--- src/rtl/multu_hilo.sv ---
// multu_hilo: iterative unsigned shift-add multiplier feeding the HI/LO pair.
// A start latches both operands. WIDTH iterations then run, one per cycle, and
// the full product is committed to HI/LO at the last iteration edge.
// HI or LO is read back combinationally through hilo_sel.
module multu_hilo #(
    parameter int WIDTH = 32
) (
    input  logic             clk,
    input  logic             rst,
    input  logic             we_hilo,
    input  logic [WIDTH-1:0] a,
    input  logic [WIDTH-1:0] b,
    input  logic             hilo_sel,
    output logic [WIDTH-1:0] hilo_out,
    output logic             busy,
    output logic             done
);

    localparam int CNT_W = (WIDTH > 1) ? $clog2(WIDTH) : 1;
    localparam logic [CNT_W-1:0] CNT_LAST = CNT_W'(WIDTH - 1);

    localparam logic [1:0] S_IDLE = 2'd0;
    localparam logic [1:0] S_BUSY = 2'd1;
    localparam logic [1:0] S_DONE = 2'd2;

    logic [1:0]       state_q, state_d;
    logic [CNT_W-1:0] cnt_q,   cnt_d;
    logic             busy_q,  busy_d;
    logic             done_q,  done_d;
    logic [WIDTH-1:0] hi_q,    hi_d;
    logic [WIDTH-1:0] lo_q,    lo_d;
    logic [WIDTH-1:0] mcand_q, mcand_d;
    logic [2*WIDTH:0] acc_q,   acc_d;
    logic [2*WIDTH:0] acc_step;

    // One shift-add iteration. The upper adder is WIDTH+1 bits, so the
    // carry out of the partial-product add lands in the top accumulator bit.
    function automatic logic [2*WIDTH:0] mul_step(input logic [2*WIDTH:0] acc,
                                                  input logic [WIDTH-1:0] mcand);
        logic [WIDTH:0]   upper;
        logic [2*WIDTH:0] summed;
        upper = acc[2*WIDTH:WIDTH];
        if (acc[0]) begin
            upper = upper + {1'b0, mcand};
        end
        summed = {upper, acc[WIDTH-1:0]};
        return {1'b0, summed[2*WIDTH:1]};
    endfunction

    assign acc_step = mul_step(acc_q, mcand_q);

    // Next-state logic: start acceptance, iteration and commit.
    always_comb begin
        state_d = state_q;
        cnt_d   = cnt_q;
        busy_d  = 1'b0;
        done_d  = 1'b0;
        hi_d    = hi_q;
        lo_d    = lo_q;
        mcand_d = mcand_q;
        acc_d   = acc_q;
        case (state_q)
            S_IDLE, S_DONE: begin
                // DONE accepts a start just like IDLE, so no idle gap is needed.
                state_d = S_IDLE;
                if (we_hilo) begin
                    mcand_d = a;
                    acc_d   = {{(WIDTH + 1){1'b0}}, b};
                    cnt_d   = '0;
                    state_d = S_BUSY;
                    busy_d  = 1'b1;
                end
            end
            S_BUSY: begin
                // Starts arriving here are ignored; the core stalls on busy.
                acc_d  = acc_step;
                cnt_d  = cnt_q + CNT_W'(1);
                busy_d = 1'b1;
                if (cnt_q == CNT_LAST) begin
                    hi_d    = acc_step[2*WIDTH-1:WIDTH];
                    lo_d    = acc_step[WIDTH-1:0];
                    cnt_d   = '0;
                    state_d = S_DONE;
                    busy_d  = 1'b0;
                    done_d  = 1'b1;
                end
            end
            default: begin
                state_d = S_IDLE;
            end
        endcase
    end

    // Control state and the architectural HI/LO; reset aborts without commit.
    always_ff @(posedge clk) begin
        if (rst) begin
            state_q <= S_IDLE;
            cnt_q   <= '0;
            busy_q  <= 1'b0;
            done_q  <= 1'b0;
            hi_q    <= '0;
            lo_q    <= '0;
        end else begin
            state_q <= state_d;
            cnt_q   <= cnt_d;
            busy_q  <= busy_d;
            done_q  <= done_d;
            hi_q    <= hi_d;
            lo_q    <= lo_d;
        end
    end

    // Working operands; always reloaded on a start, so they need no reset.
    always_ff @(posedge clk) begin
        mcand_q <= mcand_d;
        acc_q   <= acc_d;
    end

    assign hilo_out = hilo_sel ? lo_q : hi_q;
    assign busy     = busy_q;
    assign done     = done_q;

endmodule

--- config.mk ---
export PLATFORM = sky130hd
export DESIGN_NAME = multu_hilo
export DESIGN_NICKNAME = d
export VERILOG_FILES = /design/src/rtl/multu_hilo.sv
export SDC_FILE = /design/constraint.sdc
export NUM_CORES = 1
export LEC_CHECK = 0
export ABC_CLOCK_PERIOD_IN_PS = 5150
export BUFFER_PORTS_ARGS = -buffer_cell sky130_fd_sc_hd__buf_2
export CORE_UTILIZATION = 60
export CTS_BUF_LIST = sky130_fd_sc_hd__clkbuf_8
export DETAILED_ROUTE_END_ITERATION = 6
export GPL_ROUTABILITY_DRIVEN = 1
export PLACE_DENSITY_LB_ADDON = 0.15
export SETUP_SLACK_MARGIN = 0.05
export SLEW_MARGIN = 5
export SYNTH_ARGS = -nofsm -noshare
export SYNTH_HDL_FRONTEND = slang
export SYNTH_SLANG_ARGS = --single-unit
--- constraint.sdc ---
create_clock -name clk -period 5.15 [get_ports clk]
set_input_delay 0 -clock clk [delete_from_list [all_inputs] [get_ports clk]]
set_output_delay 0 -clock clk [all_outputs]
set_load 0.1 [all_outputs]
; ---- Word-level counts from Yosys, hierarchy flattened
; Cells that the tools add are included.
; Widths: inputs -> output; s select.
[totals]
word_cells = 37
output_inout_bits = 34
ff_bits = 170
input_bits = 68
[classes]
mux = 14
reduce_logical = 7
eq_ne = 5
n_addsub = 2
bitwise_logic = 1
[ops]
columns = op, n
row1 = $pmux 65 s2, 1
row2 = $mux 65, 1
row3 = $add 33x32->33, 1
row4 = $mux 33, 1
row5 = $mux 32, 1
row6 = $mux 5, 2
row7 = $pmux 5 s2, 1
row8 = $reduce_and 2->1, 3
row9 = $add 5x1->5 const B, 1
row10 = $eq 5x5->1 const B, 1
row11 = $mux 1, 4
row12 = $ne 2x2->1 const B, 2
row13 = $pmux 2 s2, 1
row14 = $reduce_or 2->1, 2
row15 = $eq 2x1->1 const B, 1
row16 = $eq 2x2->1 const B, 1
row17 = $logic_not 2->1, 1
row18 = $mux 2, 1
row19 = $pmux 1 s2, 1
row20 = $reduce_bool 2->1, 1
row21 = $not 1->1, 1

; ---- Logic depth before layout (Yosys ltp)
; Gate-level depths: netlist of the first run.
[logic_depth]
word_depth = 4
mapped_depth = 10
mapped_depth_nobuf = 10

; ---- Worst setup path after synthesis of the first run
; Ideal clock, no wire load.
[synth_timing]
path_kind = register to register
start = register state_q[0]
end = register acc_q[0], enable pin
stages_incl_launch_ff = 4
path_buffers = 0
setup_time_ns = 0.419
required_ns = 4.731
arrival_time_ns = 3.488
synth_period_minus_slack_ns = 3.907
path_slack_ns = 1.243
cell_sequence = dfxtp_1 > nor2b_1 > nor2_1 > inv_1
[synth_via]
elab_chain_len = 4
elab_cells_between_ends = 7
classes_between = eq/ne: 3 / reduce/logical: 4
[synth_rtl]
columns = item, line
row1 = "start, declared", 26  ; logic [1:0] state_q, state_d;
row2 = "start signal, assigned", 104  ; state_q <= state_d;
row3 = $eq 2x2->1 / $logic_not 2->1 (equally long branches), 62  ; case (state_q)
row4 = $reduce_or 2->1, 62
row5 = $ne 2x2->1 (no source line) / $reduce_bool 2->1 (equally long branches), --
row6 = $reduce_and 2->1 (no source line) (*), --
row7 = "end signal, assigned", 116  ; acc_q <= acc_d;
row8 = "end, declared", 33  ; logic [2*WIDTH:0] acc_q, acc_d;
; Mark *: on every way between the ends. The rest lies on a longest branch, timed or not.
; A chain may end at the register's enable or synchronous reset.

; ---- Final worst setup path of the first run
[layout_timing]
start = register acc_q[32]
end = register acc_q[57], data pin
[layout_via]
elab_chain_len = 3
[layout_rtl]
columns = item, line
row1 = $add 33x32->33, 44  ; upper = upper + {1'b0, mcand};
row2 = $mux 33, 43  ; if (acc[0]) begin
row3 = $pmux 65 s2, 62
; No other way between the ends.

==> impl_metrics.ini, run 1 <==
[job]
drv_cap = 0

[finish]
area_delta_synth_final_pct = 19.56
postLayoutCellArea_um2 = 10090
mostFrequentLayoutCell = nand2_1
final_cell_mix = nand2_1 (188), buf_2 (101), edfxtp_1 (96)
fin_nets = 1104
drive_gt1_share_pct = 18.74
fillers = 959
diodes = 0
instances_no_fill = 1190

[die]
rows = 42
die_area_um2 = 14540
initial_core_util_pct = 62.49
die_h_um = 120.6
core_area_um2 = 13510
die_w_um = 120.6
io_pins = 102

[drt]
via_per_inst = 5.814
drtIter0Drc = 604
wl_um = 20860
dr.pass1.iters = 5
drc = 0
drtAntennaViolNets = 0
vias = 6919
wl_per_cell_um = 17.53

[grt]
antenna_found_initial = 0
grt_pass1_wl_um = 33330
grt_usage_pct = 29.70
grt_pass1_vias = 6622
grt_max_degree = 70
overflow = 0

[setup_path]
cpMostUsedCell = a211oi_1
worstPathMaxFanout = 4
cp-start-kind = flip-flop
reg2reg_depth = 10
arrival_ps = 3360
required_ps = 5360
setup.worst_path.class = reg2reg
cp-end-kind = flip-flop
cp_cell_sequence = ha_1, fa_1, a211oi_1, o211ai_1, a21boi_0, o21bai_1, a211oi_1, nor2_1, xnor2_1, a21oi_1
cp_slowest_stage_delay_ps = 510
critical-path-slowest-cell = a21boi_0

[sta]
worst_pin_slew_ps = 1258
hold_violations = 0
setup_viol = 0
skew_ps = 18.10
setup_slack_ps = 1997
rsz0062_at_grt = false
finalCritPeriodShare_pct = 61.22
slew_headroom_pct = 16.11
tns_ps = 0
slew_viol_final = 0
fmax_mhz = 317.2
min_period_ps = 3153

[power]
ir_drop_mv = 0.2645
leakage_uw = 0.004222
powerDensity_nw_per_um2 = 329.1

[outcome]
status = complete, no violations

[synth]
seq_area_frac_synth_pct = 51.48
synth_warnings = 0
synth_edf_count = 96
synth_area_um2 = 8439
synth.avg_cell_area_um2 = 9.813
syn_nets = 963
synth.distinct_cells = 57
synth_ff_type = edfxtp_1
syn-instance-count = 860
yosys_register_bits = 169
async_flop_share_pct = 0

[clock_tree]
htreeDepth = 4
cts_tree = built
cts_max_path_buffers = 2
worst_skew_pair.late_latency_ps = 480
clk_pin_slew_worst_paths_ps = 90
clockRootBuffer = clkbuf_8
cts_buffers = 17
cts.sinks = 169
postCtsSetupRepairBufs = 0

[min_path]
hold_path_class = in2reg
hold_depth = 2

[place]
dp.cells = 1094
dp_slack_ps = 2045
gp_congestion = 0.9171
dp_hpwl_um = 13490
dpl_cell_area_um2 = 9037
io_buffers = 101
-- power breakdown --
group          switching (uW)  internal, uW  total [uW]  leakage (uW)
clock network             511           477         988      0.000210
logic                     448           299         747       0.00247
registers                49.2          1540        1590       0.00155
total                    1010          2310        3320       0.00422
-- what timing repair did --
item / 4_1_cts / 5_1_grt
hold buffers: 64 / 0
resized for setup: 0 / 0
endpoints found under the hold margin: 64 / 0
-- flip-flops by register name (all words and copies together) (netlist names) --
| signal | flops |
|---|---|
| acc_q | 64 |
| hi_q | 32 |
| lo_q | 32 |
| mcand_q | 32 |
| cnt_q | 5 |
| state_q | 2 |
| busy | 1 |
| done | 1 |
-- path summary, 6_finish.rpt --
kind,from,slack [ps],to
worst min register to register,lo_q[18],460,lo_q[18]
worst min-delay path,rst,220,cnt_q[0]
worst max-delay path,acc_q[32],2000,acc_q[57]
worst max register to register,acc_q[32],2000,acc_q[57]
-- layout make-up --
type | instances | area (um^2) | area share, %
Tap cell | 176 | 220.2 | 2.183
Clock buffer | 20 | 275.3 | 2.728
Sequential cell | 169 | 4344 | 43.06
Inverter | 10 | 37.54 | 0.3720
Multi-Input combinational cell | 631 | 3877 | 38.43
Clock inverter | 12 | 136.4 | 1.352
Timing Repair Buffer | 172 | 1199 | 11.88
-- kinds of logic after synthesis --
logic type / share of synthesized area, %
flops: 51.48
xor+xnor: 2.595
mux: 7.546
fa+ha+maj: 5.278
buf+inv: 2.743
compound gates: 14.97
simple gates: 15.39
-- critical path: cells and delay by family (launching register included) --
kind | cells | cell delay [ps]
AOI/OAI and AO/OA | 6 | 1530
xor gates and xnor gates | 1 | 180
adders and majority gates | 2 | 690
DFF | 1 | 400
and+or+nand+nor | 1 | 90
-- metal layers --
metal  GRT usage, %  part of all wire (%)
met1          42.16                    46
met2          45.47                    45
met3          6.179                   7.1
met4          9.568                   1.5
met5              0                     0
-- stage by stage --
step,util [%],total power (uW),hold slack (ps)
floorplan,-,2118,98.87
global placement,66.92,2292,177.3
detailed placement,66.92,2304,178.1
CTS,74.71,3317,188.5
global route,74.71,3458,221.9
finish,74.71,3320,219.0
-- synthesized netlist by cell type, drive strengths merged (15+ instances only) --
cell	number	area [um^2]
a21o	15	112.6
ha	34	425.4
xnor2	15	131.4
nor2	66	247.7
clkbuf	36	135.1
mux2	34	386.6
o21ai	41	212.7
nand2	188	705.7
edfxtp	96	2883
mux2i	25	250.2
a21oi	88	444.2
dfxtp	73	1461
a211oi	18	135.1
Note: power is estimated with default switching activity, not from simulation.
==> inputs of run 2 (changes only) <==
--- a/config.mk
+++ b/config.mk
@@ -5,9 +5,9 @@
 export SDC_FILE = /design/constraint.sdc
 export NUM_CORES = 1
 export LEC_CHECK = 0
-export ABC_CLOCK_PERIOD_IN_PS = 5150
+export ABC_CLOCK_PERIOD_IN_PS = 2700
 export BUFFER_PORTS_ARGS = -buffer_cell sky130_fd_sc_hd__buf_2
-export CORE_UTILIZATION = 60
+export CORE_UTILIZATION = 55
 export CTS_BUF_LIST = sky130_fd_sc_hd__clkbuf_8
 export DETAILED_ROUTE_END_ITERATION = 6
 export GPL_ROUTABILITY_DRIVEN = 1
==> constraint.sdc (replaced) <==
create_clock -name clk -period 2.7 [get_ports clk]
set_input_delay 0 -clock clk [delete_from_list [all_inputs] [get_ports clk]]
set_output_delay 0 -clock clk [all_outputs]
set_load 0.1 [all_outputs]
==> run 2 against run 1 <==
  * The flow now finishes with violations (setup timing)
  * Hold slack worse by 110 ps
  * Clock power is 83% higher
  * Via count is 3.7% higher
  * Register-to-register slack worse by 2100 ps
  * Power is 110% higher
  * Core utilization is 1.3 points higher
  * Critical path depth is 1 higher
  * Sequential power is 91% higher
  * Global-route usage is 0.99 points lower
  * First-iteration DRC count is 1.5% higher
==> impl_metrics.ini, run 2 (synthesis gave the netlist of run 1 again) <==
[outcome]
status = complete, but fails checks
violations = setup timing

[place]
dp_hpwl_um = 14560
io_buffers = 101
gp_congestion = 0.9480
dpl_cell_area_um2 = 9542
dp_slack_ps = -355.4
dp.cells = 1164

[finish]
top_register = acc_q
multi_input_area_um2 = 4318
final_cell_mix = nand2_1 (187), buf_2 (101), edfxtp_1 (96)
diodes = 0
mostFrequentLayoutCell = nand2_1
fin_nets = 1190
largest_reg_flops = 64
register_area_um2 = 4344
fillers = 1016
instances_no_fill = 1284
drive_gt1_share_pct = 30.18
area_delta_synth_final_pct = 32.82
postLayoutCellArea_um2 = 11210

[grt]
antenna_found_initial = 0
grt_pass1_wl_um = 35520
grt_max_degree = 58
grt_pass1_vias = 7033
overflow = 0
grt_usage_pct = 28.70

[sta]
hold_violations = 0
fmax_mhz = 352.3
worst_pin_slew_ps = 758.9
setup_viol = 24
skew_ps = 15.38
slew_headroom_pct = 49.41
finalCritPeriodShare_pct = 105.1
hold_ws_ps = 112.0
slew_viol_final = 0
min_period_ps = 2838
setup_slack_ps = -138.3
rsz0062_at_grt = true

[min_path]
hold_path_class = in2reg

[die]
die_h_um = 125.9
die_w_um = 125.9
io_pins = 102
die_area_um2 = 15840
rows = 44
core_area_um2 = 14750
initial_core_util_pct = 57.20

[drt]
vias = 7176
drtIter0Drc = 613
dr.pass1.iters = 5
drtAntennaViolNets = 0
via_per_inst = 5.589
wl_um = 22260
drc = 0
wl_per_cell_um = 17.33

[power]
p_switching_uw = 2195
comb_power_share_pct = 28.9
powerDensity_nw_per_um2 = 608.7
ir_drop_mv = 0.4928
seqPwrFrac_pct = 44.6
p_clk_share_pct = 26.5
total_power_uw = 6824
swShare_pct = 32.17
leakage_uw = 0.004676
intPower_uw = 4628

[setup_path]
worstPathMaxFanout = 3
cp-end-kind = flip-flop
arrival_ps = 3080
cp-start-kind = flip-flop
required_ps = 2940
setup.worst_path.class = reg2reg

[clock_tree]
cts_tree = built
cts_buffers = 17
clockRootBuffer = clkbuf_8
worst_skew_pair.late_latency_ps = 470
clk_pin_slew_worst_paths_ps = 100
cts_max_path_buffers = 2
cts.sinks = 169
htreeDepth = 4

[job]
drv_cap = 0
[run 2: changes by cell type in the layout (fill, tap and decap cells not counted), sizes merged]
cell / change
buf: +86
clkinvlp: +2
bufinv: -1
clkinv: -1
clkbuf: -3
inv: +3
[run 2: area by class of cell]
class,count,share of cell area [%]
Sequential cell,169,38.75
Multi-Input combinational cell,631,38.52
Timing Repair Buffer,258,16.84
Clock buffer,17,2.087
Tap cell,184,2.054
Clock inverter,15,1.373
Inverter,10,0.3683
[run 2: worst max-delay path, cell delays in order (launching register included)]
cell	delay [ps]
edfxtp_1	460
buf_6	160
fa_2	400
a211oi_2	240
o211ai_1	200
a22oi_2	310
a21oi_4	120
buf_4	150
xnor2_1	110
mux2i_1	250
buf_4	170
nor2_1	30
[run 2: per-stage QoR]
step	setup TNS, ps	utilization [%]
3_3_place_gp	-1396	64.67
4_1_cts	-105.9	73.61
3_5_place_dp	-3234	64.67
5_1_grt	-5093	75.98
2_1_floorplan	0	-
6_report	-1669	75.98
[run 2: final timing paths]
path                    end  slack (ps)       start  cells after the start
setup / recovery  acc_q[53]        -140  mcand_q[1]                     11
hold / removal     cnt_q[4]         110     we_hilo                      5
setup reg to reg  acc_q[53]        -140  mcand_q[1]                     11
hold reg to reg    lo_q[15]         460    lo_q[15]                      2
[run 2: timing repair]
item / in CTS / in global routing
setup buffers: 10 / 17
hold buffers: 64 / 0
endpoints found under the setup margin: 38 / 43
endpoints found under the hold margin: 64 / 0
gates resized for setup: 31 / 49
pin swaps: 19 / 33
[run 2: layer usage]
| metal | global-route usage [%] | vias to the layer above | part of all wire (%) |
|---|---|---|---|
| met5 | 0 | - | 0 |
| met2 | 45.16 | 246 | 47 |
| met4 | 8.292 | 0 | 1.5 |
| met3 | 4.333 | 27 | 5.3 |
| li1 | - | 3515 | - |
| met1 | 41.25 | 3388 | 47 |
[run 2: power groups by stage]
stage	sequential (uW)	clock [uW]	combinational (uW)
after floorplan	3050	0	988
after global placement	3070	0	1540
after detailed placement	3080	0	1560
after CTS	3040	1830	1750
after global routing	3060	1930	2130
final	3040	1810	1970
==> inputs of run 3 (changes only) <==
--- a/config.mk
+++ b/config.mk
@@ -6,7 +6,7 @@
 export NUM_CORES = 1
 export LEC_CHECK = 0
 export ABC_CLOCK_PERIOD_IN_PS = 2700
-export BUFFER_PORTS_ARGS = -buffer_cell sky130_fd_sc_hd__buf_2
+export BUFFER_PORTS_ARGS = -buffer_cell sky130_fd_sc_hd__buf_4
 export CORE_UTILIZATION = 55
 export CTS_BUF_LIST = sky130_fd_sc_hd__clkbuf_8
 export DETAILED_ROUTE_END_ITERATION = 6
==> run 3 against run 2 <==
  * The flow still finishes with violations (setup timing)
  * Via count rose by 0.45%
  * Core utilization rose by 1.1 points
  * Clock power barely moved
  * Register-to-register slack improved by 70 ps
  * Non-clock buffer count fell by 4
  * Fmax rose by 2.5%
  * Cell area rose by 1.5%
  * First-iteration DRC count rose by 0.16%
  * Critical path type unchanged
  * Largest cell class unchanged
==> impl_metrics.ini, run 3 (synthesis gave the netlist of run 1 again) <==
[outcome]
status = complete, but fails checks
violations = setup timing

[clock_tree]
htreeDepth = 4
cts_max_path_buffers = 2
clk_pin_slew_worst_paths_ps = 90
clockRootBuffer = clkbuf_8
cts_tree = built
cts_buffers = 17
cts.sinks = 169
worst_skew_pair.late_latency_ps = 460

[power]
p_clk_share_pct = 26.5
seqPwrFrac_pct = 44.4
powerDensity_nw_per_um2 = 603.9
ir_drop_mv = 0.5555
leakage_uw = 0.004723
comb_power_share_pct = 29.1
p_switching_uw = 2188
intPower_uw = 4684
swShare_pct = 31.84

[finish]
fin_nets = 1186
mostFrequentLayoutCell = nand2_1
diodes = 0
area_delta_synth_final_pct = 34.83
final_cell_mix = nand2_1 (187), buf_4 (184), edfxtp_1 (96)
top_register = acc_q
largest_reg_flops = 64
postLayoutCellArea_um2 = 11380
fillers = 1017
drive_gt1_share_pct = 29.84

[setup_path]
arrival_ps = 3080
cp-start-kind = flip-flop
reg2reg_depth = 8
cp-end-kind = flip-flop
required_ps = 3010
setup.worst_path.class = reg2reg
worstPathMaxFanout = 3

[sta]
fmax_mhz = 361.1
setup_viol = 9
hold_violations = 0
rsz0062_at_grt = true
tns_ps = -289.4
finalCritPeriodShare_pct = 102.6
hold_ws_ps = 111.8
worst_pin_slew_ps = 764.8
setup_slack_ps = -69.52
skew_ps = 18.31
slew_viol_final = 0
min_period_ps = 2770
slew_headroom_pct = 49.01

[place]
dp_slack_ps = -311.3
io_buffers = 101
gp_congestion = 0.8951
dpl_cell_area_um2 = 9884
dp_hpwl_um = 14840

[grt]
grt_usage_pct = 28.93
overflow = 0
antenna_found_initial = 0
grt_max_degree = 61
grt_pass1_vias = 7136
grt_pass1_wl_um = 35940

[die]
die_w_um = 125.9
die_area_um2 = 15840
die_h_um = 125.9
core_area_um2 = 14750
initial_core_util_pct = 57.20
rows = 44
io_pins = 102

[drt]
dr.pass1.iters = 5
drc = 0
via_per_inst = 5.631
wl_per_cell_um = 17.82
drtIter0Drc = 614
vias = 7208
wl_um = 22810
drtAntennaViolNets = 0

[min_path]
hold_path_class = in2reg
hold_depth = 5

[job]
drv_cap = 0
[run 3: path summary, 6_finish.rpt]
kind,startpoint,to,slack (ps)
worst max-delay path,acc_q[49],acc_q[62],-70
worst min-delay path,we_hilo,cnt_q[0],110
worst max register to register,acc_q[49],acc_q[62],-70
worst min register to register,lo_q[14],lo_q[14],460
[run 3: cell type report]
class	instances	area [um^2]	area share, %
timing repair buffer	254	2107	18.52
sequential	169	4344	38.18
multi-input combinational	631	4255	37.40
clock buffer	18	247.7	2.177
inverter	10	41.29	0.3629
tap	184	230.2	2.023
clock inverter	14	152.6	1.342
[run 3: worst max-delay path: stages, from the launching register on]
cell and delay, ps:
edfxtp_1 490, ha_4 310, nand4_1 150, a311oi_4 400, o41ai_2 170, or3b_4 420
o21ba_4 210, mux2_4 330, a21oi_4 130
[run 3: timing repair]
action / in CTS / in global routing
setup endpoints to repair: 37 / 43
gates cloned: 0 / 0
hold buffers: 64 / 0
pin swaps: 19 / 33
hold endpoints to repair: 64 / 0
gates resized for setup: 37 / 34
buffers inserted: 4 / 6
[run 3: through the flow]
stage                     power, uW  util (%)  cells
after floorplan                4041         -    860
after global placement         4704     66.99   1176
after detailed placement       4740     66.99   1176
after CTS                      6728     75.71   1275
after global routing           7155     77.12   1280
final                          6872     77.12   1280
[run 3: per-layer routing]
metal | vias up | wire, um | track usage [%]
met5 | - | 0 | 0
met1 | 3431 | 10800 | 40.78
met2 | 251 | 10540 | 46.01
li1 | 3502 | - | -
met4 | 0 | 293 | 7.229
met3 | 24 | 1187 | 5.565
[run 3: power by group through the flow]
stage / logic, uW / registers [uW] / clock network [uW]
6_report: 2000 / 3050 / 1820
3_5_place_dp: 1650 / 3090 / 0
2_1_floorplan: 988 / 3050 / 0
5_1_grt: 2130 / 3070 / 1950
3_3_place_gp: 1620 / 3080 / 0
4_1_cts: 1840 / 3040 / 1840
